## config.mk

```make
export PLATFORM = sky130hd
export DESIGN_NAME = stark_branch_issue_sched_flat
export DESIGN_NICKNAME = d
export VERILOG_FILES = /design/src/rtl/stark_branch_issue_sched_pkg.sv /design/src/rtl/stark_branch_issue_sched_if.sv /design/src/rtl/stark_oldest_pick.sv /design/src/rtl/stark_branch_issue_sched.sv /design/src/flat_wrapper.sv
export SDC_FILE = /design/constraint.sdc
export NUM_CORES = 1
export LEC_CHECK = 0
export ABC_AREA = 1
export BUFFER_PORTS_ARGS = -buffer_cell sky130_fd_sc_hd__buf_2
export CORE_MARGIN = 1
export CORE_UTILIZATION = 61
export DETAILED_ROUTE_END_ITERATION = 7
export GPL_TIMING_DRIVEN = 0
export HOLD_SLACK_MARGIN = 0.1
export PLACE_DENSITY = 0.82
export SYNTH_ARGS = -nofsm -noshare
export SYNTH_HDL_FRONTEND = slang
export SYNTH_SLANG_ARGS = --single-unit
```

## constraint.sdc

```tcl
create_clock -name clk -period 7.8 [get_ports clk]
set_clock_uncertainty 0.2 [all_clocks]
set_input_delay 2.34 -clock clk [delete_from_list [all_inputs] [get_ports clk]]
set_output_delay 2.34 -clock clk [all_outputs]
set_load 0.02 [all_outputs]
```

## src/rtl/stark_branch_issue_sched_pkg.sv

```systemverilog
// Shared types and default sizing for the branch-station issue scheduler.
package stark_branch_issue_sched_pkg;

  localparam int BIS_NROB    = 16;
  localparam int BIS_NBS     = 2;
  localparam int BIS_ARG_TMO = 15;

  typedef logic [$clog2(BIS_NROB)-1:0] rob_ndx_t;

  typedef enum logic [1:0] {
    BSS_IDLE = 2'd0,
    BSS_WAIT = 2'd1,
    BSS_EXEC = 2'd2
  } bs_sched_state_t;

endpackage

```

## src/rtl/stark_branch_issue_sched_if.sv

```systemverilog
// ROB/station-facing bundle of the branch issue scheduler.
interface stark_branch_issue_sched_if #(
  parameter int NROB = stark_branch_issue_sched_pkg::BIS_NROB,
  parameter int NBS  = stark_branch_issue_sched_pkg::BIS_NBS
);
  // issue is a one-cycle strobe with no back-pressure: only an IDLE station is ever
  // targeted, so the station whose bs_sel_oh bit is set must accept; rndxv mirrors issue.
  logic                                                 flush;
  logic [$clog2(NROB)-1:0]                              head;
  logic [NROB-1:0]                                      br_rdy;
  logic [NBS-1:0]                                       bs_argv;
  logic [NBS-1:0]                                       bs_done;
  logic                                                 issue;
  logic [$clog2(NROB)-1:0]                              rndx;
  logic                                                 rndxv;
  logic [NBS-1:0]                                       bs_sel_oh;
  logic                                                 replay;
  logic [$clog2(NROB)-1:0]                              replay_ndx;
  logic [$clog2(NBS):0]                                 busy_cnt;
  stark_branch_issue_sched_pkg::bs_sched_state_t [NBS-1:0] bs_state;

  modport master (
    output flush, head, br_rdy, bs_argv, bs_done,
    input  issue, rndx, rndxv, bs_sel_oh, replay, replay_ndx, busy_cnt, bs_state
  );

  modport slave (
    input  flush, head, br_rdy, bs_argv, bs_done,
    output issue, rndx, rndxv, bs_sel_oh, replay, replay_ndx, busy_cnt, bs_state
  );
endinterface

```

## src/rtl/stark_oldest_pick.sv

```systemverilog
// Picks the oldest set request relative to a circular head pointer (N must be a power of 2).
module stark_oldest_pick #(
  parameter int N = 16
) (
  input  logic [N-1:0]         req,
  input  logic [$clog2(N)-1:0] head,
  output logic [$clog2(N)-1:0] ndx,
  output logic                 v
);
  localparam int W = $clog2(N);

  logic [N-1:0] rot;
  logic [W-1:0] off;

  always_comb begin
    rot = '0;
    off = '0;
    v   = 1'b0;
    for (int i = 0; i < N; i++) rot[i] = req[W'(i) + head];
    for (int i = N - 1; i >= 0; i--) begin
      if (rot[i]) begin
        off = W'(i);
        v   = 1'b1;
      end
    end
    ndx = off + head;
  end
endmodule

```

## src/rtl/stark_branch_issue_sched.sv

```systemverilog
// Branch-station issue scheduler: oldest-ready pick, round-robin station steering,
// per-station argument timeout with replay, and flush drain.
module stark_branch_issue_sched
  import stark_branch_issue_sched_pkg::*;
#(
  parameter int NROB    = BIS_NROB,
  parameter int NBS     = BIS_NBS,
  parameter int ARG_TMO = BIS_ARG_TMO
) (
  input logic                       clk,
  input logic                       rst,
  stark_branch_issue_sched_if.slave bus
);
  localparam int RW = $clog2(NROB);
  localparam int SW = (NBS > 1) ? $clog2(NBS) : 1;
  localparam int CW = $clog2(NBS) + 1;
  localparam logic [7:0] TMO = 8'(ARG_TMO);

  logic [NROB-1:0]          issued_q, issued_d, cand;
  logic [RW-1:0]            pick_ndx;
  logic                     pick_v, do_issue, found;
  int                       tgt;
  logic [NBS-1:0]           idle_v, sel, tmo_v, fin_v, busy_nx;
  logic [NBS-1:0]           pnd_q, pnd_d;
  logic [NBS-1:0][RW-1:0]   own_all, pnd_ndx_q, pnd_ndx_d;
  bs_sched_state_t [NBS-1:0] st_all;
  logic [SW-1:0]            rr_q, rr_d;
  logic                     rp_v;
  logic [RW-1:0]            rp_ndx;
  logic [CW-1:0]            busy_d, busy_q;
  logic                     issue_q, replay_q;
  logic [RW-1:0]            rndx_q, replay_ndx_q;
  logic [NBS-1:0]           sel_q;

  assign cand = bus.br_rdy & ~issued_q;

  stark_oldest_pick #(.N(NROB)) u_pick (
    .req  (cand),
    .head (bus.head),
    .ndx  (pick_ndx),
    .v    (pick_v)
  );

  // Only stations already IDLE at the start of the cycle are eligible targets.
  always_comb begin
    sel   = '0;
    found = 1'b0;
    tgt   = 0;
    for (int k = 0; k < NBS; k++) begin
      if (!found && idle_v[(int'(rr_q) + k) % NBS]) begin
        found = 1'b1;
        tgt   = (int'(rr_q) + k) % NBS;
      end
    end
    do_issue = pick_v && found && !bus.flush;
    if (do_issue) sel[tgt] = 1'b1;
  end

  assign rr_d = do_issue ? SW'((tgt + 1) % NBS) : rr_q;

  for (genvar b = 0; b < NBS; b++) begin : g_bs
    bs_sched_state_t st_q, st_d;
    logic [7:0]      tmr_q, tmr_d;
    logic [RW-1:0]   own_q, own_d;
    logic            tmo, fin;

    always_comb begin
      st_d  = st_q;
      tmr_d = tmr_q;
      own_d = own_q;
      tmo   = 1'b0;
      fin   = 1'b0;
      case (st_q)
        BSS_IDLE: if (sel[b]) begin
          st_d  = BSS_WAIT;
          tmr_d = '0;
          own_d = pick_ndx;
        end
        BSS_WAIT: begin
          if (bus.bs_argv[b]) st_d = BSS_EXEC;
          else if (tmr_q == TMO) begin
            st_d = BSS_IDLE;
            tmo  = 1'b1;
          end else tmr_d = tmr_q + 8'd1;
        end
        BSS_EXEC: if (bus.bs_done[b]) begin
          st_d = BSS_IDLE;
          fin  = 1'b1;
        end
        default: st_d = BSS_IDLE;
      endcase
      if (bus.flush) begin
        st_d  = BSS_IDLE;
        tmr_d = '0;
        tmo   = 1'b0;
        fin   = 1'b0;
      end
    end

    always_ff @(posedge clk) begin
      if (rst) begin
        st_q  <= BSS_IDLE;
        tmr_q <= '0;
        own_q <= '0;
      end else begin
        st_q  <= st_d;
        tmr_q <= tmr_d;
        own_q <= own_d;
      end
    end

    assign idle_v[b]  = (st_q == BSS_IDLE);
    assign tmo_v[b]   = tmo;
    assign fin_v[b]   = fin;
    assign busy_nx[b] = (st_d != BSS_IDLE);
    assign own_all[b] = own_q;
    assign st_all[b]  = st_q;
  end

  // A timeout that loses replay arbitration parks in its station's pending slot.
  always_comb begin
    issued_d  = issued_q;
    pnd_d     = pnd_q | tmo_v;
    pnd_ndx_d = pnd_ndx_q;
    rp_v      = 1'b0;
    rp_ndx    = '0;
    busy_d    = '0;
    for (int b = 0; b < NBS; b++) begin
      if (tmo_v[b] || fin_v[b]) issued_d[own_all[b]] = 1'b0;
      if (tmo_v[b]) pnd_ndx_d[b] = own_all[b];
      busy_d = busy_d + CW'(busy_nx[b]);
    end
    for (int b = 0; b < NBS; b++) begin
      if (!rp_v && pnd_d[b]) begin
        rp_v     = 1'b1;
        rp_ndx   = pnd_ndx_d[b];
        pnd_d[b] = 1'b0;
      end
    end
    if (do_issue) issued_d[pick_ndx] = 1'b1;
    if (bus.flush) begin
      issued_d = '0;
      pnd_d    = '0;
      rp_v     = 1'b0;
    end
  end

  always_ff @(posedge clk) begin
    if (rst) begin
      issued_q     <= '0;
      pnd_q        <= '0;
      pnd_ndx_q    <= '0;
      rr_q         <= '0;
      issue_q      <= 1'b0;
      rndx_q       <= '0;
      sel_q        <= '0;
      replay_q     <= 1'b0;
      replay_ndx_q <= '0;
      busy_q       <= '0;
    end else begin
      issued_q  <= issued_d;
      pnd_q     <= pnd_d;
      pnd_ndx_q <= pnd_ndx_d;
      rr_q      <= rr_d;
      issue_q   <= do_issue;
      sel_q     <= sel;
      replay_q  <= rp_v;
      busy_q    <= busy_d;
      if (do_issue) rndx_q <= pick_ndx;
      if (rp_v) replay_ndx_q <= rp_ndx;
    end
  end

  assign bus.issue      = issue_q;
  assign bus.rndxv      = issue_q;
  assign bus.rndx       = rndx_q;
  assign bus.bs_sel_oh  = sel_q;
  assign bus.replay     = replay_q;
  assign bus.replay_ndx = replay_ndx_q;
  assign bus.busy_cnt   = busy_q;
  assign bus.bs_state   = st_all;
endmodule
```

## src/flat_wrapper.sv

```systemverilog
// flat-port wrapper written by rule: the top's interface ports become plain ports
module stark_branch_issue_sched_flat import stark_branch_issue_sched_pkg::*;
#(
  parameter int NROB    = BIS_NROB,
  parameter int NBS     = BIS_NBS,
  parameter int ARG_TMO = BIS_ARG_TMO
)
  (clk, rst, bus_flush, bus_head, bus_br_rdy, bus_bs_argv, bus_bs_done, bus_issue, bus_rndx, bus_rndxv, bus_bs_sel_oh, bus_replay, bus_replay_ndx, bus_busy_cnt, bus_bs_state);
  stark_branch_issue_sched_if #(.NROB(NROB), .NBS(NBS)) bus_i ();
  input logic clk;
  input logic rst;
  input wire logic [$bits(bus_i.flush)-1:0] bus_flush;
  input wire logic [$bits(bus_i.head)-1:0] bus_head;
  input wire logic [$bits(bus_i.br_rdy)-1:0] bus_br_rdy;
  input wire logic [$bits(bus_i.bs_argv)-1:0] bus_bs_argv;
  input wire logic [$bits(bus_i.bs_done)-1:0] bus_bs_done;
  output wire logic [$bits(bus_i.issue)-1:0] bus_issue;
  output wire logic [$bits(bus_i.rndx)-1:0] bus_rndx;
  output wire logic [$bits(bus_i.rndxv)-1:0] bus_rndxv;
  output wire logic [$bits(bus_i.bs_sel_oh)-1:0] bus_bs_sel_oh;
  output wire logic [$bits(bus_i.replay)-1:0] bus_replay;
  output wire logic [$bits(bus_i.replay_ndx)-1:0] bus_replay_ndx;
  output wire logic [$bits(bus_i.busy_cnt)-1:0] bus_busy_cnt;
  output wire logic [$bits(bus_i.bs_state)-1:0] bus_bs_state;
  assign bus_i.flush = bus_flush;
  assign bus_i.head = bus_head;
  assign bus_i.br_rdy = bus_br_rdy;
  assign bus_i.bs_argv = bus_bs_argv;
  assign bus_i.bs_done = bus_bs_done;
  assign bus_issue = bus_i.issue;
  assign bus_rndx = bus_i.rndx;
  assign bus_rndxv = bus_i.rndxv;
  assign bus_bs_sel_oh = bus_i.bs_sel_oh;
  assign bus_replay = bus_i.replay;
  assign bus_replay_ndx = bus_i.replay_ndx;
  assign bus_busy_cnt = bus_i.busy_cnt;
  assign bus_bs_state = bus_i.bs_state;
  stark_branch_issue_sched #(.NROB(NROB), .NBS(NBS), .ARG_TMO(ARG_TMO)) u_core (.clk(clk), .rst(rst), .bus(bus_i));
endmodule
```

; Word level (Yosys, flattened, before mapping)
; Index checks and enable logic that the tools add are counted.
[totals]
regBits = 69
input_bits = 27
[op_classes]
n_bitwise = 9
reduce_logical = 25
addsub = 21
mux = 126
eq_ne = 12
order_cmp = 26
[op_table]
columns = op, count
row1 = "< comparator 4 x 5 -> 1 bit, second input constant", 19
row2 = two-way mux 4 bit, 20
row3 = binary-select mux 1 bit (select 4 bit), 16
row4 = two-way mux 1 bit, 61
row5 = bitwise AND 16 bit, 3
row6 = two-way mux 16 bit, 3
row7 = two-way mux 8 bit, 6
row8 = inverter 16 bit, 3
row9 = "adder 4 bit, first input constant", 8
row10 = ">= comparator 32 x 1 -> 1 bit, second input constant", 1
row11 = "< comparator 32 x 3 -> 1 bit, second input constant", 1
row12 = two-way mux 32 bit, 1
row13 = one-hot mux 8 bit (2 select lines), 2
row14 = two-way mux 2 bit, 11
row15 = "adder 3 x 4 -> 4 bit, first input constant", 4
row16 = "adder 8 x 1 -> 8 bit, second input constant", 2
row17 = "== test 8 x 4 -> 1 bit, second input constant", 2
row18 = bitwise OR 16 bit, 1
row19 = demux 1 bit (select 4 bit), 3
row20 = ">= comparator 4 x 1 -> 1 bit, second input constant", 3
row21 = "inequality test 2 bit, second input constant", 6
row22 = one-hot mux 2 bit (3 select lines), 2
row23 = "adder 2 x 4 -> 4 bit, first input constant", 2
row24 = logical AND 1 bit, 8
row25 = 19 further kinds, 31

; Logic depth before layout (Yosys ltp)
; Gate-level depths: netlist of run 1.
[logic_depth]
depth_word = 28
depth_mapped = 35
mapped_depth_nobuf = 33

; Modules after synthesis
; A second synthesis of run 1 with hierarchy kept.
[unflattened]
hier_cells = 769
area_unflattened_um2 = 4808.4
[modules_own_cells]
columns = mod, instances, area_each_um2, cells_each
row1 = stark_branch_issue_sched, 1, 3512.1, 521
row2 = stark_oldest_pick, 1, 1296.2, 248

; Least setup slack after synthesis of run 1
; OpenSTA, ideal clock, no wires.
[synth_timing]
kind = input to register
start = input port bus_head[1]
end = register u_core.issued_q[12]
slack_ns = 1.915
arrival_time_ns = 5.614
path_stages = 31
n_path_buf = 2
required_time_ns = 7.529
path_cell_list = buf_2 inv_2 ha_1 buf_2 inv_1 nand3_1 nand3_1 nand2_1 nand2_1 nand2_1 nand2_1 nand2_1 nand2_1 nand2_1 nand2_1 nand2_1 nand2_1 nand2_1 nand2_1 nand2_1 nand2_1 nand2_1 nand2_1 a21oi_1 ha_1 fa_1 xor2_1 inv_1 nor2_2 nand2_1 a21oi_1
[synth_between]
elab_chain_len = 26
word_cells_on_any_way = 89
cone_classes = add/sub (16) / order compare (2) / mux (67) / bitwise (1) / reduce/logical (3)
[synth_lines]
columns = item, line
row1 = "start, declared", flat_wrapper.sv:13  ; input wire logic [$bits(bus_i.head)-1:0] bus_head;
row2 = adder 4 bit, stark_oldest_pick.sv:19  ; for (int i = 0; i < N; i++) rot[i] = req[W'(i) + head];
row3 = binary-select mux 1 bit (select 4 bit), stark_oldest_pick.sv:19
row4 = two-way mux 1 bit (implied by the code), stark_oldest_pick.sv:19
row5 = two-way mux 4 bit (16 in a row), stark_oldest_pick.sv:21  ; if (rot[i]) begin
row6 = adder 4 bit, stark_oldest_pick.sv:26  ; ndx = off + head;
row7 = < comparator 4 x 5 -> 1 bit (implied by the code) / >= comparator 4 x 1 -> 1 bit (equally long branches), stark_branch_issue_sched.sv:140  ; if (do_issue) issued_d[pick_ndx] = 1'b1;
row8 = logical AND 1 bit (implied by the code), stark_branch_issue_sched.sv:140
row9 = two-way mux 1 bit (implied by the code), stark_branch_issue_sched.sv:140
row10 = demux 1 bit (select 4 bit), n/a
row11 = bitwise OR 16 bit (no source line), n/a
row12 = two-way mux 16 bit (*), stark_branch_issue_sched.sv:140
row13 = "end signal, assigned", stark_branch_issue_sched.sv:161  ; issued_q <= issued_d;
row14 = "end, declared", stark_branch_issue_sched.sv:19  ; logic [NROB-1:0] issued_q, issued_d, cand;
; Every way passes the cells marked *; elsewhere a longest branch is shown, timed or not. The select of a mux whose other input is x is not followed.
; A chain may end at the register's enable or synchronous reset.

; Worst setup path after layout of run 1
[layout_timing]
start = input port bus_head[1]
end = register u_core.issued_q[15]
; The elaborated chain is that of the path after synthesis.

==> metrics.log, run 1 <==
[metrics] post-layout minimum cycle time: 6.60 ns
[metrics] CORE AREA: 6940 um^2
[metrics] number of buffers inserted during clock tree synthesis: 9
[metrics] count of unique library cells instantiated by Yosys: 48
[metrics] I/O pin count: 46
[metrics] insertion delay to the later sink of the worst-skew pair: 0.35 ns
[metrics] vertical die dimension: 87.9 um
[metrics] Post-Syn Area: 4500 um^2
[metrics] Crit path top cell by count: nand2_1
[metrics] Pwr Density: 191 nW/um^2
[metrics] PortBufs: 43
[metrics] weighted congestion reported at the end of routability-driven placement: 0.921
[metrics] largest fanout on the critical path: 11
[metrics] clock transition time at the flip-flop clock pins of the worst setup and hold paths: 0.08 ns
[metrics] number of enable flip-flop cells after synthesis: 0
[metrics] capturing element type of the critical path: flop
[metrics] RSZ-0062 raised after global routing: false
[metrics] vias in the first global route: 4311
[metrics] required time at the worst-slack endpoint: 7.87 ns
[metrics] buffer type at the clock tree root: clkbuf_8
[metrics] Yosys Warn Count: 0
[metrics] slowest library cell on the worst path: xor2_1
[metrics] flop and latch count out of synthesis: 64
[metrics] global-route wire length before repair: 19500 um
[metrics] synthesized area divided by synthesized cell count: 6.76 um^2
[metrics] Worst slew margin: 47.4%
[metrics] Post-Route Utilization: 72.9%
[metrics] detailed placer's ending HPWL: 9650 um
[metrics] number of hold violations in the final report: 0
[metrics] TritonCTS Sinks: 64
[metrics] final setup vio count: 0
[metrics] Maximum Capacitance Violations: 0
[metrics] initial core utilization: 64.9%
[metrics] share of layout cells above drive strength 1: 17.7%
[metrics] synth cell count leaders: nand2_1 (137), nand3_1 (105), inv_1 (87), dfxtp_1 (64), nor2_1 (55)
[metrics] Hold Crit Class: reg2reg
[metrics] Initial DRC Count: 452
[metrics] number of nets produced by synthesis: 707
[metrics] hold buffer count at CTS: 0
[metrics] period utilisation layout: 84.6%
[metrics] quantity of gates resized following cts: 0
[metrics] met2 track demand over resource in global routing: 56.7%
[metrics] GR Util All Layers: 32.9%
[metrics] maximum count of clock buffers along a single path: 2
[metrics] status: completed
[metrics] critical path start-end classification: in2reg
[metrics] number of setup buffers added after CTS: 0
[metrics] area share of the largest cell type after synthesis: 28.4%
[metrics] area growth from synthesis to layout: 12.4%
[metrics] post-route setup TNS: 0 ns
[metrics] largest net degree at the start of global routing: 13
[metrics] largest cells by area after synthesis: dfxtp_1 (28%), nand3_1 (12%), nand2_1 (11%), inv_1 (7.3%), a21oi_1 (5.6%)
[metrics] standby leakage power: 2.24 nW
[metrics] via total after detailed routing: 4758
[metrics] Global Route met1 Usage: 41.1%
[metrics] die extent in x: 87.9 um
[metrics] remaining antenna violation count: 0
[metrics] Max Transition Viols Final: 0
[metrics] Peak Freq: 152 MHz
[metrics] library cell occupying the most area in the post-synthesis netlist: dfxtp_1
[metrics] via-per-instance ratio: 5.80
[metrics] final net count: 761
[metrics] maximum resistive drop on vdd: 0.161 mV
[metrics] global routing usage on met3: 5.47%
[metrics] global route total overflow: 0
[metrics] total wire length: 12300 um
[metrics] critical path launch point type: input pin
[metrics] flip-flop cell with the highest count after synthesis: dfxtp_1
[metrics] die area: 7730 um^2
[metrics] CP arrival: 6.67 ns
[metrics] number of H-tree levels: 3
[metrics] remaining design rule violation count: 0
[metrics] ANT cells: 0
[metrics] initial antenna violation count: 0
[metrics] Wirelength per Cell: 15.0 um
[metrics] highest-utilization routing layer at the global route stage: met2
[metrics] library cell with the highest instance count after synthesis: nand2_1
[metrics] count of standard-cell rows: 30
[metrics] Pre-Repair DR Iteration Count: 5
[metrics] clock tree from TritonCTS: yes
[metrics] proportion of synthesized chip area in sequential cells: 28.4%
[metrics] cell count after synthesis: 666
[metrics] Worst Max-Slew Pin Slew: 0.783 ns
[metrics] maximum single-stage delay on the critical path: 0.52 ns
[metrics] share of synthesized registers carrying an async set or reset: 0%
[area by class of cell]
type	instances	area, um^2
timing repair buffer	43	215
sequential	64	1280
buffer	17	129
inverter	98	368
clock buffer	10	128
multi-input combinational	487	2730
fill	602	1880
clock inverter	6	93.8
tap	96	120
[power breakdown]
part / internal [mW] / switching [mW] / total [mW]
logic: 0.0936 / 0.198 / 0.292
registers: 0.340 / 0.0105 / 0.351
clock network: 0.182 / 0.141 / 0.323
[through the flow]
step / setup slack (ns) / hold slack, ns / instances / power (mW) / instance area, um^2
global placement: 1.05 / 0.254 / 805 / 0.635 / 4840
finish: 1.20 / 0.268 / 821 / 0.965 / 5060
detailed placement: 0.927 / 0.255 / 805 / 0.643 / 4840
floorplan: 1.92 / 0.240 / 666 / 0.572 / 4500
global route: 0.837 / 0.294 / 821 / 1.00 / 5060
CTS: 1.27 / 0.266 / 821 / 0.961 / 5060
[cells in the final DEF, fill, tap and decap left out, types with 2 or more instances in the layout]
| cell type | count |
|---|---|
| o21ai_1 | 5 |
| inv_1 | 87 |
| buf_2 | 46 |
| o21a_1 | 3 |
| clkinv_1 | 3 |
| clkbuf_1 | 6 |
| nor2_1 | 55 |
| a21o_1 | 2 |
| nand2_4 | 5 |
| o21ai_0 | 17 |
| nand2_2 | 8 |
| buf_6 | 4 |
| xor2_1 | 9 |
| o221ai_1 | 16 |
| clkinv_4 | 3 |
| inv_2 | 8 |
| nand3_2 | 13 |
| o31ai_1 | 3 |
| a31oi_1 | 5 |
| nand2_1 | 137 |
| nor3_1 | 4 |
| dfxtp_1 | 64 |
| nor2_2 | 5 |
| nand3_1 | 105 |
| bufinv_16 | 2 |
| nor2_4 | 8 |
| buf_4 | 4 |
| ha_1 | 13 |
| a21oi_1 | 50 |
| clkbuf_8 | 9 |
| nand4_1 | 5 |
[path summary, 6_finish.rpt]
check                startpoint                  end  slack [ns]  depth (start not counted)
max                 bus_head[1]  u_core.issued_q[15]        1.20                         32
min                 u_core.rr_q          u_core.rr_q        0.27                          2
max reg2reg  u_core.issued_q[3]  u_core.issued_q[15]        3.98                         28
min reg2reg         u_core.rr_q          u_core.rr_q        0.27                          2
[worst max-delay path: cells and delay by family]
kind	cells	cell delay, ns
compound gates	2	0.21
xor+xnor	1	0.52
fa+ha+maj	3	0.88
buf+inv	7	1.28
simple gates	19	1.45
[per-layer routing]
layer,up-vias,share of wire [%]
met5,-,0
met4,0,2.0
met3,31,7.4
met2,210,48
met1,2196,42
li1,2321,-
[flip-flops by register name, indices dropped and copies added (netlist names)]
| name | cells |
|---|---|
| u_core.bus.issue | 1 |
| u_core.rr_q | 1 |
| u_core.bus.busy_cnt | 2 |
| u_core.g_bs.own_q | 8 |
| u_core.bus.rndx | 4 |
| u_core.bus.replay_ndx | 4 |
| u_core.bus.bs_sel_oh | 2 |
| u_core.g_bs.tmr_q | 16 |
| u_core.bus.replay | 1 |
| u_core.g_bs.st_q | 4 |
| u_core.issued_q | 16 |
| u_core.pnd_ndx_q | 4 |
| u_core.pnd_q | 1 |
[cell families (layout without fill, tap and decap cells)]
logic type      after synthesis  after routing  synth area share [%]
simple gates                351            351                  38.4
buf+inv                     115            174                  11.0
compound gates              110            110                  15.0
flops                        64             64                  28.4
fa+ha+maj                    14             14                  4.06
xor+xnor                     12             12                  3.08
Power figures use the tool's default switching activity.
==> run 2, diff against run 1 <==
CORE_UTILIZATION = 60   (was 61)
PLACE_DENSITY = 0.81   (was 0.82)
clock period = 6.3 ns   (was 7.8 ns; I/O delays follow)
==> run 2 against run 1 <==
  * Routed wire length down 0.96%
  * Register-to-register slack worse by 1.3 ns
  * Sequential power is 24% higher
  * Non-clock buffer count stayed put
  * Count of clock-buffer cells in the layout down 1
  * Worst hold slack gained 0.010 ns
  * Largest power group unchanged
  * Highest routed layer unchanged
==> metrics.log, run 2 (same netlist as run 1, synthesis figures left out) <==
[metrics] Crit path top cell by count: nand2_1 (unchanged)
[metrics] register share of total power: 36.6% (was 36.3%)
[metrics] CORE AREA: 7250 um^2 (was 6940 um^2)
[metrics] PortBufs: 43 (unchanged)
[metrics] critical path start-end classification: in2reg (unchanged)
[metrics] power dissipated by switching net loads: 0.427 mW (was 0.350 mW)
[metrics] capturing element type of the critical path: flop (unchanged)
[metrics] number of standard cells in the layout, taps in and fillers out: 823 (was 821)
[metrics] initial antenna violation count: 0 (unchanged)
[metrics] largest net degree at the start of global routing: 12 (was 13)
[metrics] Worst Setup SP: bus_head[1] (unchanged)
[metrics] final net count: 761 (unchanged)
[metrics] GR Util All Layers: 32.5% (was 32.9%)
[metrics] fill count: 637 (was 602)
[metrics] maximum resistive drop on vdd: 0.171 mV (was 0.161 mV)
[metrics] global-route wire length before repair: 19400 um (was 19500 um)
[metrics] number of buffers inserted during clock tree synthesis: 9 (unchanged)
[metrics] remaining design rule violation count: 0 (unchanged)
[metrics] insertion delay to the later sink of the worst-skew pair: 0.35 ns (about the same)
[metrics] die extent in x: 88.6 um (was 87.9 um)
[metrics] highest-utilization routing layer at the global route stage: met2 (unchanged)
[metrics] status: completed (unchanged)
[metrics] number of hold violations in the final report: 0 (unchanged)
[metrics] CP arrival: 5.94 ns (was 6.67 ns)
[metrics] share of layout cells above drive strength 1: 17.8% (was 17.7%)
[metrics] number of H-tree levels: 3 (unchanged)
[metrics] Worst slew margin: 54.7% (was 47.4%)
[metrics] required time at the worst-slack endpoint: 6.38 ns (was 7.87 ns)
[metrics] initial core utilization: 62.1% (was 64.9%)
[metrics] die area: 7860 um^2 (was 7730 um^2)
[metrics] Hold Crit Class: reg2reg (unchanged)
[metrics] Peak Freq: 171 MHz
[metrics] Worst Max-Slew Pin Slew: 0.674 ns (was 0.783 ns)
[metrics] Pre-Repair DR Iteration Count: 6 (was 5)
[metrics] Non-Filler Cell Area, Final: 5070 um^2 (was 5060 um^2)
[metrics] maximum single-stage delay on the critical path: 0.42 ns (was 0.52 ns)
[metrics] RSZ-0062 raised after global routing: false (unchanged)
[metrics] global routing usage on met3: 5.50% (was 5.47%)
[metrics] Cells on Worst Hold Path: 2 (unchanged)
[metrics] weighted congestion reported at the end of routability-driven placement: 0.960 (was 0.921)
[metrics] buffer type at the clock tree root: clkbuf_8 (unchanged)
[metrics] maximum count of clock buffers along a single path: 2 (unchanged)
[metrics] vias in the first global route: 4288 (was 4311)
[metrics] TritonCTS Sinks: 64 (unchanged)
[metrics] clock tree from TritonCTS: yes (unchanged)
[metrics] Overall Power: 1.19 mW (was 0.965 mW)
[metrics] Post-Place Cell Area: 4840 um^2 (about the same)
[metrics] clock transition time at the flip-flop clock pins of the worst setup and hold paths: 0.08 ns (about the same)
[metrics] commonest cells after routing, fill and taps aside: nand2_1 (137), nand3_1 (105), inv_1 (87) (unchanged)
[metrics] post-layout minimum cycle time: 5.86 ns
[metrics] count of standard-cell rows: 31 (was 30)
[metrics] Maximum Capacitance Violations: 0 (unchanged)
[metrics] largest fanout on the critical path: 11 (unchanged)
[metrics] global route total overflow: 0 (unchanged)
[metrics] Setup Slack @ Placement: -0.0750 ns (was 0.927 ns)
[metrics] remaining antenna violation count: 0 (unchanged)
[metrics] final setup vio count: 0 (unchanged)
[metrics] I/O pin count: 46 (unchanged)
[metrics] met2 track demand over resource in global routing: 55.5% (was 56.7%)
[metrics] Pwr Density: 234 nW/um^2 (was 191 nW/um^2)
[metrics] slowest library cell on the worst path: a21boi_0 (was xor2_1)
[metrics] area growth from synthesis to layout: 12.6% (was 12.4%)
[metrics] worst setup margin: 0.437 ns (was 1.20 ns)
[metrics] quantity of gates resized following cts: 0 (unchanged)
[metrics] Max Transition Viols Final: 0 (unchanged)
[metrics] cell total after placement: 808 (was 805)
[metrics] detailed placer's ending HPWL: 9590 um (was 9650 um)
[metrics] total wire length: 12200 um (was 12300 um)
[metrics] Reg2Reg Launch Point: u_core.issued_q[8] (was u_core.issued_q[3])
[metrics] source of the worst hold timing path: u_core.bus.rndx[0] (was u_core.rr_q)
[metrics] relative contribution of the clock network to total power: 32.4% (was 33.4%)
[metrics] worst-case reg-to-reg path depth: 24 (was 28)
[metrics] vertical die dimension: 88.6 um (was 87.9 um)
[metrics] Global Route met1 Usage: 40.6% (was 41.1%)
[metrics] standby leakage power: 2.23 nW (was 2.24 nW)
[metrics] period utilisation layout: 93.1%
[metrics] ANT cells: 0 (unchanged)
[metrics] leading cell type in the layout, fill and taps excluded: nand2_1 (unchanged)
[metrics] via-per-instance ratio: 5.70 (was 5.80)
[metrics] critical path launch point type: input pin (unchanged)
[metrics] Switching Share: 36.0% (was 36.2%)
[metrics] part of the power in combinational logic: 31.0% (was 30.2%)
[metrics] Initial DRC Count: 316 (was 452)
[metrics] via total after detailed routing: 4691 (was 4758)
[metrics] number of setup buffers added after CTS: 0 (unchanged)
[metrics] registers with the highest flip-flop counts: u_core.g_bs.tmr_q x16, u_core.issued_q x16, u_core.g_bs.own_q x8 (unchanged)
[metrics] Internal Dissipation: 0.759 mW (was 0.615 mW)
[metrics] hold buffer count at CTS: 0 (unchanged)
[metrics] Wirelength per Cell: 14.8 um (was 15.0 um)
[run 2: cell types whose count changed in the layout (fill, tap and decap cells not counted), sizes merged]
cell,previous run,this run
clkbuf,15,14
clkinv,6,5
clkinvlp,1,2
[run 2: metrics by stage]
stage / TNS, ns / util [%] / hold slack [ns]
after floorplan: 0 / - / 0.240
after CTS: 0 / 69.7 / 0.271
final: 0 / 69.9 / 0.279
after detailed placement: -0.398 / 66.8 / 0.261
after global placement: -0.294 / 66.8 / 0.253
after global routing: 0 / 69.9 / 0.284
[run 2: cell type report]
type / count / area, um^2 / area share, %
buffer: 17 / 129 / 2.54
multi-input combinational: 487 / 2750 / 54.1
clock inverter: 6 / 85.1 / 1.68
clock buffer: 9 / 124 / 2.44
tap: 99 / 124 / 2.44
timing repair buffer: 43 / 215 / 4.24
inverter: 98 / 368 / 7.25
sequential: 64 / 1280 / 25.3
[run 2: worst paths after layout]
path                        end  slack, ns
max reg2reg  u_core.issued_q[0]       2.65
max          u_core.issued_q[0]       0.44
min          u_core.bus.rndx[0]       0.28
min reg2reg  u_core.bus.rndx[0]       0.28
[run 2: worst max-delay path: cells and delay by family]
kind / cells / cell delay [ns]
buf+inv: 8 / 1.16
xor+xnor: 1 / 0.18
simple gates: 15 / 1.37
compound gates: 3 / 0.71
fa+ha+maj: 2 / 0.62
[run 2: power groups by stage]
stage	Clock (mW)	Sequential, mW	Combinational [mW]
final	0.384	0.434	0.368
after floorplan	0	0.447	0.261
after detailed placement	0	0.442	0.352
after global placement	0	0.441	0.345
after CTS	0.386	0.433	0.356
after global routing	0.403	0.435	0.405
[run 2: metal layers]
metal / routed length [um] / vias up / part of all wire (%)
met5: 0 / - / 0
li1: - / 2320 / -
met2: 5780 / 183 / 48
met3: 841 / 27 / 6.9
met1: 5280 / 2161 / 43
met4: 256 / 0 / 2.1
